### src/rtl/bf_tx_fifo_pkg.sv
// Shared constants for the brainfuck transmit path buffer.
// Kept in one place so the top level and the FIFO agree on sizing.
package bf_tx_fifo_pkg;

    localparam int TX_FIFO_DEPTH_LOG2 = 4;
    localparam int TX_DATA_WIDTH      = 8;

endpackage

### src/rtl/bf_tx_fifo.sv
// Transmit FIFO between the core's write-strobe/busy port and the UART's AXI-Stream input.
// Register-array storage with a combinational head read, so a byte is offered the cycle after it is written.
module bf_tx_fifo
    import bf_tx_fifo_pkg::*;
#(
    parameter int DATA_WIDTH = TX_DATA_WIDTH,
    parameter int DEPTH_LOG2 = TX_FIFO_DEPTH_LOG2
) (
    input  logic                  clk,
    input  logic                  rst,
    input  logic [DATA_WIDTH-1:0] tx_data,
    input  logic                  tx_wr,
    output logic                  tx_busy,
    output logic [DATA_WIDTH-1:0] m_axis_tdata,
    output logic                  m_axis_tvalid,
    input  logic                  m_axis_tready,
    output logic [DEPTH_LOG2:0]   level,
    output logic                  overflow
);

    localparam int PTR_W = DEPTH_LOG2 + 1;
    localparam int DEPTH = 2 ** DEPTH_LOG2;

    logic [DATA_WIDTH-1:0] mem_r [DEPTH];
    logic [PTR_W-1:0]      wr_ptr_r;
    logic [PTR_W-1:0]      rd_ptr_r;
    logic                  overflow_r;

    logic                  empty_s;
    logic                  full_s;
    logic                  push_s;
    logic                  drop_s;
    logic                  pop_s;

    // Flags come from the registered pointers only; the extra MSB separates full from empty.
    always_comb begin
        empty_s = (wr_ptr_r == rd_ptr_r);
        full_s  = (wr_ptr_r[DEPTH_LOG2-1:0] == rd_ptr_r[DEPTH_LOG2-1:0]) &&
                  (wr_ptr_r[DEPTH_LOG2] != rd_ptr_r[DEPTH_LOG2]);
        push_s  = tx_wr && !full_s;
        drop_s  = tx_wr && full_s;
        pop_s   = !empty_s && m_axis_tready;
    end

    // Pointer and sticky overflow state.
    always_ff @(posedge clk or negedge rst) begin
        if (!rst) begin
            wr_ptr_r   <= {PTR_W{1'b0}};
            rd_ptr_r   <= {PTR_W{1'b0}};
            overflow_r <= 1'b0;
        end else begin
            if (push_s) begin
                wr_ptr_r <= wr_ptr_r + PTR_W'(1);
            end else begin
                wr_ptr_r <= wr_ptr_r;
            end
            if (pop_s) begin
                rd_ptr_r <= rd_ptr_r + PTR_W'(1);
            end else begin
                rd_ptr_r <= rd_ptr_r;
            end
            if (drop_s) begin
                overflow_r <= 1'b1;
            end else begin
                overflow_r <= overflow_r;
            end
        end
    end

    // Storage carries no reset: contents are meaningless until written.
    always_ff @(posedge clk) begin
        if (push_s) begin
            mem_r[wr_ptr_r[DEPTH_LOG2-1:0]] <= tx_data;
        end
    end

    // Output mapping, all derived directly from registered state.
    always_comb begin
        m_axis_tvalid = !empty_s;
        m_axis_tdata  = mem_r[rd_ptr_r[DEPTH_LOG2-1:0]];
        tx_busy       = full_s;
        level         = wr_ptr_r - rd_ptr_r;
        overflow      = overflow_r;
    end

endmodule

### config.mk
export PLATFORM = sky130hd
export DESIGN_NAME = bf_tx_fifo
export DESIGN_NICKNAME = d
export VERILOG_FILES = /design/src/rtl/bf_tx_fifo_pkg.sv /design/src/rtl/bf_tx_fifo.sv
export SDC_FILE = /design/constraint.sdc
export NUM_CORES = 1
export LEC_CHECK = 0
export BUFFER_PORTS_ARGS = -buffer_cell sky130_fd_sc_hd__buf_4
export CAP_MARGIN = 20
export CORE_ASPECT_RATIO = 2
export CORE_MARGIN = 3
export CORE_UTILIZATION = 61
export DETAILED_ROUTE_END_ITERATION = 8
export PLACE_DENSITY_LB_ADDON = 0.1
export SLEW_MARGIN = 15
export SYNTH_ARGS = -nofsm -noshare
export SYNTH_HDL_FRONTEND = slang
export SYNTH_SLANG_ARGS = --single-unit
### constraint.sdc
create_clock -name clk -period 3.9 [get_ports clk]
set_input_delay 0.39 -clock clk [delete_from_list [all_inputs] [get_ports clk]]
set_output_delay 0.39 -clock clk [all_outputs]
set_load 0.02 [all_outputs]
==> impl_metrics.json, run 1 <==
{
  "cts_resized": 0,
  "endpoint_kind": "primary output",
  "drtIter0Drc": 199,
  "placed_cells": 440,
  "hold_class": "in2reg",
  "worstRegToRegCells": 6,
  "worst_pin_slew_ns": 0.720,
  "critPathMaxStageDelay_ns": 0.68,
  "drcViolationCount": 0,
  "path_max_fanout": 16,
  "ys_async_sr_fraction_pct": 7.91,
  "status": "finished, final reports clean",
  "io_pins": 28,
  "ys.flop_type": "edfxtp_1",
  "grt_util_met2_pct": 42.4,
  "worst_slack_ns": 0.803,
  "critical_path_arrival_ns": 2.71,
  "start_kind": "flop",
  "cts_sinks": 139,
  "max_slew_margin_pct": 51.8,
  "synth_top_area_cell": "edfxtp_1",
  "rsz0062_at_grt": "false",
  "dp_slack_ns": 1.11,
  "slowest_stage": "dfrtp_2",
  "wirelength_um": 11900,
  "syn_area_um2": 5770,
  "worst_clock_skew_ns": 0.00653,
  "synthCells": 318,
  "leakagePower_nw": 2.37,
  "fin_util_pct": 73.0,
  "regArea_um2": 4120,
  "first_global_vias": 3143,
  "ys_ff_latch": 139,
  "grt_usage_pct": 24.9,
  "post-route-min-period_ns": 3.10,
  "postLayoutCellArea_um2": 6630,
  "final_nets": 380,
  "irDropWorstVdd_v": 0.000900,
  "gp_congestion": 0.876,
  "start_util_pct": 63.5,
  "cp_common_cell": "buf_4",
  "place_area_um2": 6040,
  "drive_gt1_share_pct": 26.1,
  "cap_violations": 0,
  "chipWidth_um": 74.7,
  "grt_use_met3_pct": 6.23,
  "worstSetupPathType": "reg2out",
  "dieArea_um2": 10700,
  "multi_input_area_um2": 1480,
  "slew_violations": 0,
  "die_h_um": 143,
  "firstDrtPassIters": 4,
  "path_cells": "buf_4 -> mux2i_1 -> a221oi_1 -> o21ai_0 -> nand2_1 -> buf_4",
  "routedWlPerCell_um": 25.1,
  "path_clk_slew_ns": 0.06,
  "finalSetupViolCount": 0,
  "htree_num_levels": 4,
  "cp_num_buf_inv": 2,
  "synth_area_per_cell_um2": 18.1,
  "grt_use_met1_pct": 28.4,
  "power_mw": 5.59,
  "fin_crit_sh_pct": 79.4,
  "rows": 49,
  "cts_tree": "done",
  "antenna_found_initial": 0,
  "synth_cell_types": 34,
  "grt_overflow": 0,
  "syn-num-nets": 340,
  "cts_setup_buffers": 0,
  "portBuffers": 27,
  "crit_family": "compound AO/OA/AOI/OAI gates",
  "holdWs_ns": 0.199,
  "dp_hpwl_um": 8260,
  "ys_seq_area_share_pct": 71.4,
  "synth_common_cells": "128 x edfxtp_1, 32 x mux2i_1, 17 x nand2_1",
  "clockBufferDepth": 2,
  "fin_cells": 473,
  "grt_pass1_wl_um": 18000,
  "synth_edf_count": 128,
  "yosysWarnings": 0,
  "drtAntennaViolNets": 0,
  "min_path_cells": 2,
  "powerDensity_nw_per_um2": 843,
  "path_depth": 6,
  "fmax_ghz": 0.323,
  "n_antenna_cell": 0,
  "holdBufCountCts": 1,
  "area_growth_syn_to_layout_pct": 14.9,
  "fp.coreArea_um2": 9070,
  "synthTopCellsByArea": "edfxtp_1 67%, mux4_2 6.3%, mux2i_1 5.6%, dfrtp_1 4.8%, a221oi_2 2.6%",
  "cts_made_buffers": 17,
  "synth.top_cell.area_share_pct": 66.7,
  "via_count": 2988,
  "grt-busiest-layer": "met2",
  "required_ns": 3.51,
  "clk_latency_ns": 0.41,
  "root_buffer": "clkbuf_16",
  "fin_setup_tns_ns": 0,
  "finalHoldViolations": 0,
  "synthMostInstantiatedCell": "edfxtp_1",
  "grt_max_degree": 20,
  "viasPerCell": 6.32,
  "fill_cells": 566
}
[kinds of logic (layout without fill, tap and decap cells)]
family | count (synthesis) | in the layout | synth area share [%]
buffers and inverters | 25 | 78 | 2.84
adders and majority gates | 10 | 10 | 2.30
and+or+nand+nor | 43 | 43 | 3.34
DFF | 139 | 139 | 71.4
xor gates and xnor gates | 12 | 12 | 1.95
muxes | 48 | 48 | 11.8
AOI/OAI and AO/OA | 41 | 41 | 6.31
[sequential cells by signal, indices dropped and copies added (netlist names)]
register	count
wr_ptr_r	5
mem_r	128
rd_ptr_r	5
overflow	1
[report_power, final]
group          switching, mW  total, mW  internal [mW]  leakage [nW]
sequential             0.177       2.01           1.83          1.29
combinational           1.17       2.05          0.874         0.819
clock                  0.597       1.54          0.939         0.262
[path summary, 6_finish.rpt]
| path | slack [ns] | startpoint | to |
|---|---|---|---|
| max reg2reg | 1.10 | rd_ptr_r[3]$_DFFE_PN0P_ | mem_r[9][4]$_DFFE_PP_ |
| max | 0.80 | rd_ptr_r[0]$_DFFE_PN0P_ | m_axis_tdata[7] |
| min in group asynchronous | 0.36 | rst | rd_ptr_r[4]$_DFFE_PN0P_ |
| min | 0.20 | tx_wr | overflow$_DFFE_PN0P_ |
| min reg2reg | 0.47 | overflow$_DFFE_PN0P_ | overflow$_DFFE_PN0P_ |
| max in group asynchronous | 3.36 | rst | rd_ptr_r[0]$_DFFE_PN0P_ |
[layout make-up]
cell class	instances	share of cell area [%]
flip-flops and latches	139	62.2
clock inverters	14	2.25
inverters	8	0.453
repair buffers	38	4.34
multi-input cells	154	22.4
well taps	102	1.93
clock buffers	18	6.48
[placed cells by master, fill, tap and decap left out, types with 2 or more instances in the layout]
cell and n:
inv_1 7, xor2_1 2, dfrtp_1 10, nand2_1 17, nand4_1 4, nor2_1 12, buf_4 37, bufinv_16 2
clkinvlp_4 6, a221oi_2 10, mux2i_1 32, mux4_2 16, nand2b_1 2, o21ai_0 9, a21oi_1 2, edfxtp_1 128
nor3_1 4, xnor2_1 9, ha_1 9, a221oi_1 6, clkbuf_16 17, clkinv_4 3, a22oi_1 8, a21o_1 3
[per-layer routing]
metal | up-vias | routed length [µm]
li1 | 1344 | -
met1 | 1509 | 4210
met2 | 103 | 6580
met3 | 32 | 608
met4 | 0 | 470
met5 | - | 0
Note: power is estimated with default switching activity, not from simulation.
==> run 2: changes to the inputs <==
- CORE_UTILIZATION: 61 -> 55
- clock period: 3.9 -> 2.6 ns (I/O delays scaled with it)
==> impl_metrics.json, run 2 (synthesis gave the netlist of run 1 again) <==
{
  "fin_util_pct": 67.2,
  "regToRegSetupSlack_ns": 0.19,
  "drtIter0Drc": 253,
  "grt_max_degree": 43,
  "final_nets": 396,
  "fill_cells": 753,
  "grt_pass1_wl_um": 19200,
  "start_util_pct": 56.8,
  "io_pins": 28,
  "htree_num_levels": 4,
  "die_h_um": 151,
  "drcViolationCount": 0,
  "cts_made_buffers": 17,
  "slew_violations": 0,
  "antenna_found_initial": 0,
  "clk_latency_ns": 0.41,
  "worst_clock_skew_ns": 0.00555,
  "via_count": 3049,
  "critical_path_arrival_ns": 2.22,
  "drive_gt1_share_pct": 30.7,
  "leakagePower_nw": 2.48,
  "cts_tree": "done",
  "chipWidth_um": 78.4,
  "grt_overflow": 0,
  "status": "finished, final reports clean",
  "firstDrtPassIters": 5,
  "start_kind": "flop",
  "routedWlPerCell_um": 23.9,
  "path_clk_slew_ns": 0.06,
  "powerDensity_nw_per_um2": 1260,
  "dieArea_um2": 11800,
  "fmax_ghz": 0.403,
  "area_growth_syn_to_layout_pct": 18.4,
  "hold_class": "in2reg",
  "required_ns": 2.34,
  "rows": 52,
  "grt_usage_pct": 23.2,
  "wirelength_um": 12500,
  "irDropWorstVdd_v": 0.00149,
  "n_antenna_cell": 0,
  "clockBufferDepth": 2,
  "power_mw": 8.59,
  "rsz0062_at_grt": "false",
  "fin_crit_sh_pct": 95.5,
  "gp_congestion": 0.834,
  "root_buffer": "clkbuf_16",
  "worst_pin_slew_ns": 0.634,
  "first_global_vias": 3175,
  "worstSetupPathType": "reg2out",
  "endpoint_kind": "primary output",
  "largest_reg_flops": 128,
  "final_common_cell": "edfxtp_1",
  "dp_hpwl_um": 8590,
  "fp.coreArea_um2": 10100,
  "viasPerCell": 5.84,
  "portBuffers": 27,
  "final_cell_mix": "128 x edfxtp_1, 51 x buf_4, 32 x mux2i_1",
  "path_max_fanout": 12,
  "finalHoldViolations": 0,
  "post-route-min-period_ns": 2.48,
  "max_slew_margin_pct": 57.6,
  "cts_sinks": 139,
  "cap_violations": 0,
  "drtAntennaViolNets": 0,
  "finalSetupViolCount": 0
}
-- run 2: area by class of cell --
| type | instances | area, µm² | area share [%] |
|---|---|---|---|
| clock inverter | 15 | 150 | 2.20 |
| sequential | 139 | 4120 | 60.4 |
| tap | 135 | 169 | 2.48 |
| inverter | 8 | 30.0 | 0.440 |
| multi-input combinational | 154 | 1500 | 21.9 |
| timing repair buffer | 54 | 433 | 6.34 |
| clock buffer | 17 | 425 | 6.23 |
-- run 2: worst paths after layout --
kind / start / end / cells past startpoint
worst max-delay path: rd_ptr_r[2]$_DFFE_PN0P_ / m_axis_tdata[1] / 7
worst min-delay path: tx_wr / overflow$_DFFE_PN0P_ / 2
worst max register to register: rd_ptr_r[2]$_DFFE_PN0P_ / mem_r[8][7]$_DFFE_PP_ / 8
worst min register to register: overflow$_DFFE_PN0P_ / overflow$_DFFE_PN0P_ / 1
max in group asynchronous: rst / rd_ptr_r[0]$_DFFE_PN0P_ / 2
min in group asynchronous: rst / overflow$_DFFE_PN0P_ / 2
-- run 2: critical path, stage by stage (launching register included) --
cell,delay (ns)
dfrtp_1,0.37
buf_4,0.19
and2_2,0.30
buf_4,0.22
a221oi_2,0.35
o21ai_0,0.13
nand2_1,0.11
buf_4,0.14
-- run 2: layer usage --
layer	up-vias	routed length (µm)	track usage, %
met2	90	7100	41.6
met1	1570	4570	26.6
met5	-	0	0
met4	0	342	10.7
li1	1372	-	-
met3	17	450	4.64
-- run 2: where the power goes --
part,leakage [nW],switching [mW],internal (mW)
Combinational,0.915,1.96,1.43
Sequential,1.29,0.126,2.74
Clock,0.277,0.914,1.41
Total,2.48,3.00,5.58
-- run 2: metrics by stage --
stage	hold WS [ns]	setup WS, ns	area [µm²]	setup TNS (ns)	instances
after floorplan	-0.0356	-0.120	5780	-1.91	318
after global placement	0.104	0.110	6210	0	488
after detailed placement	0.106	0.0905	6210	0	488
after CTS	0.0616	0.00253	6800	0	521
after global routing	0.0780	0.00847	6820	0	522
final	0.0741	0.117	6820	0	522
-- run 2: repair_timing --
action | CTS | global route
gates cloned | 0 | 0
hold buffers | 1 | 0
hold endpoints to repair | 11 | 0
setup endpoints to repair | 8 | 26
setup buffers | 0 | 1
gates resized for setup | 2 | 4
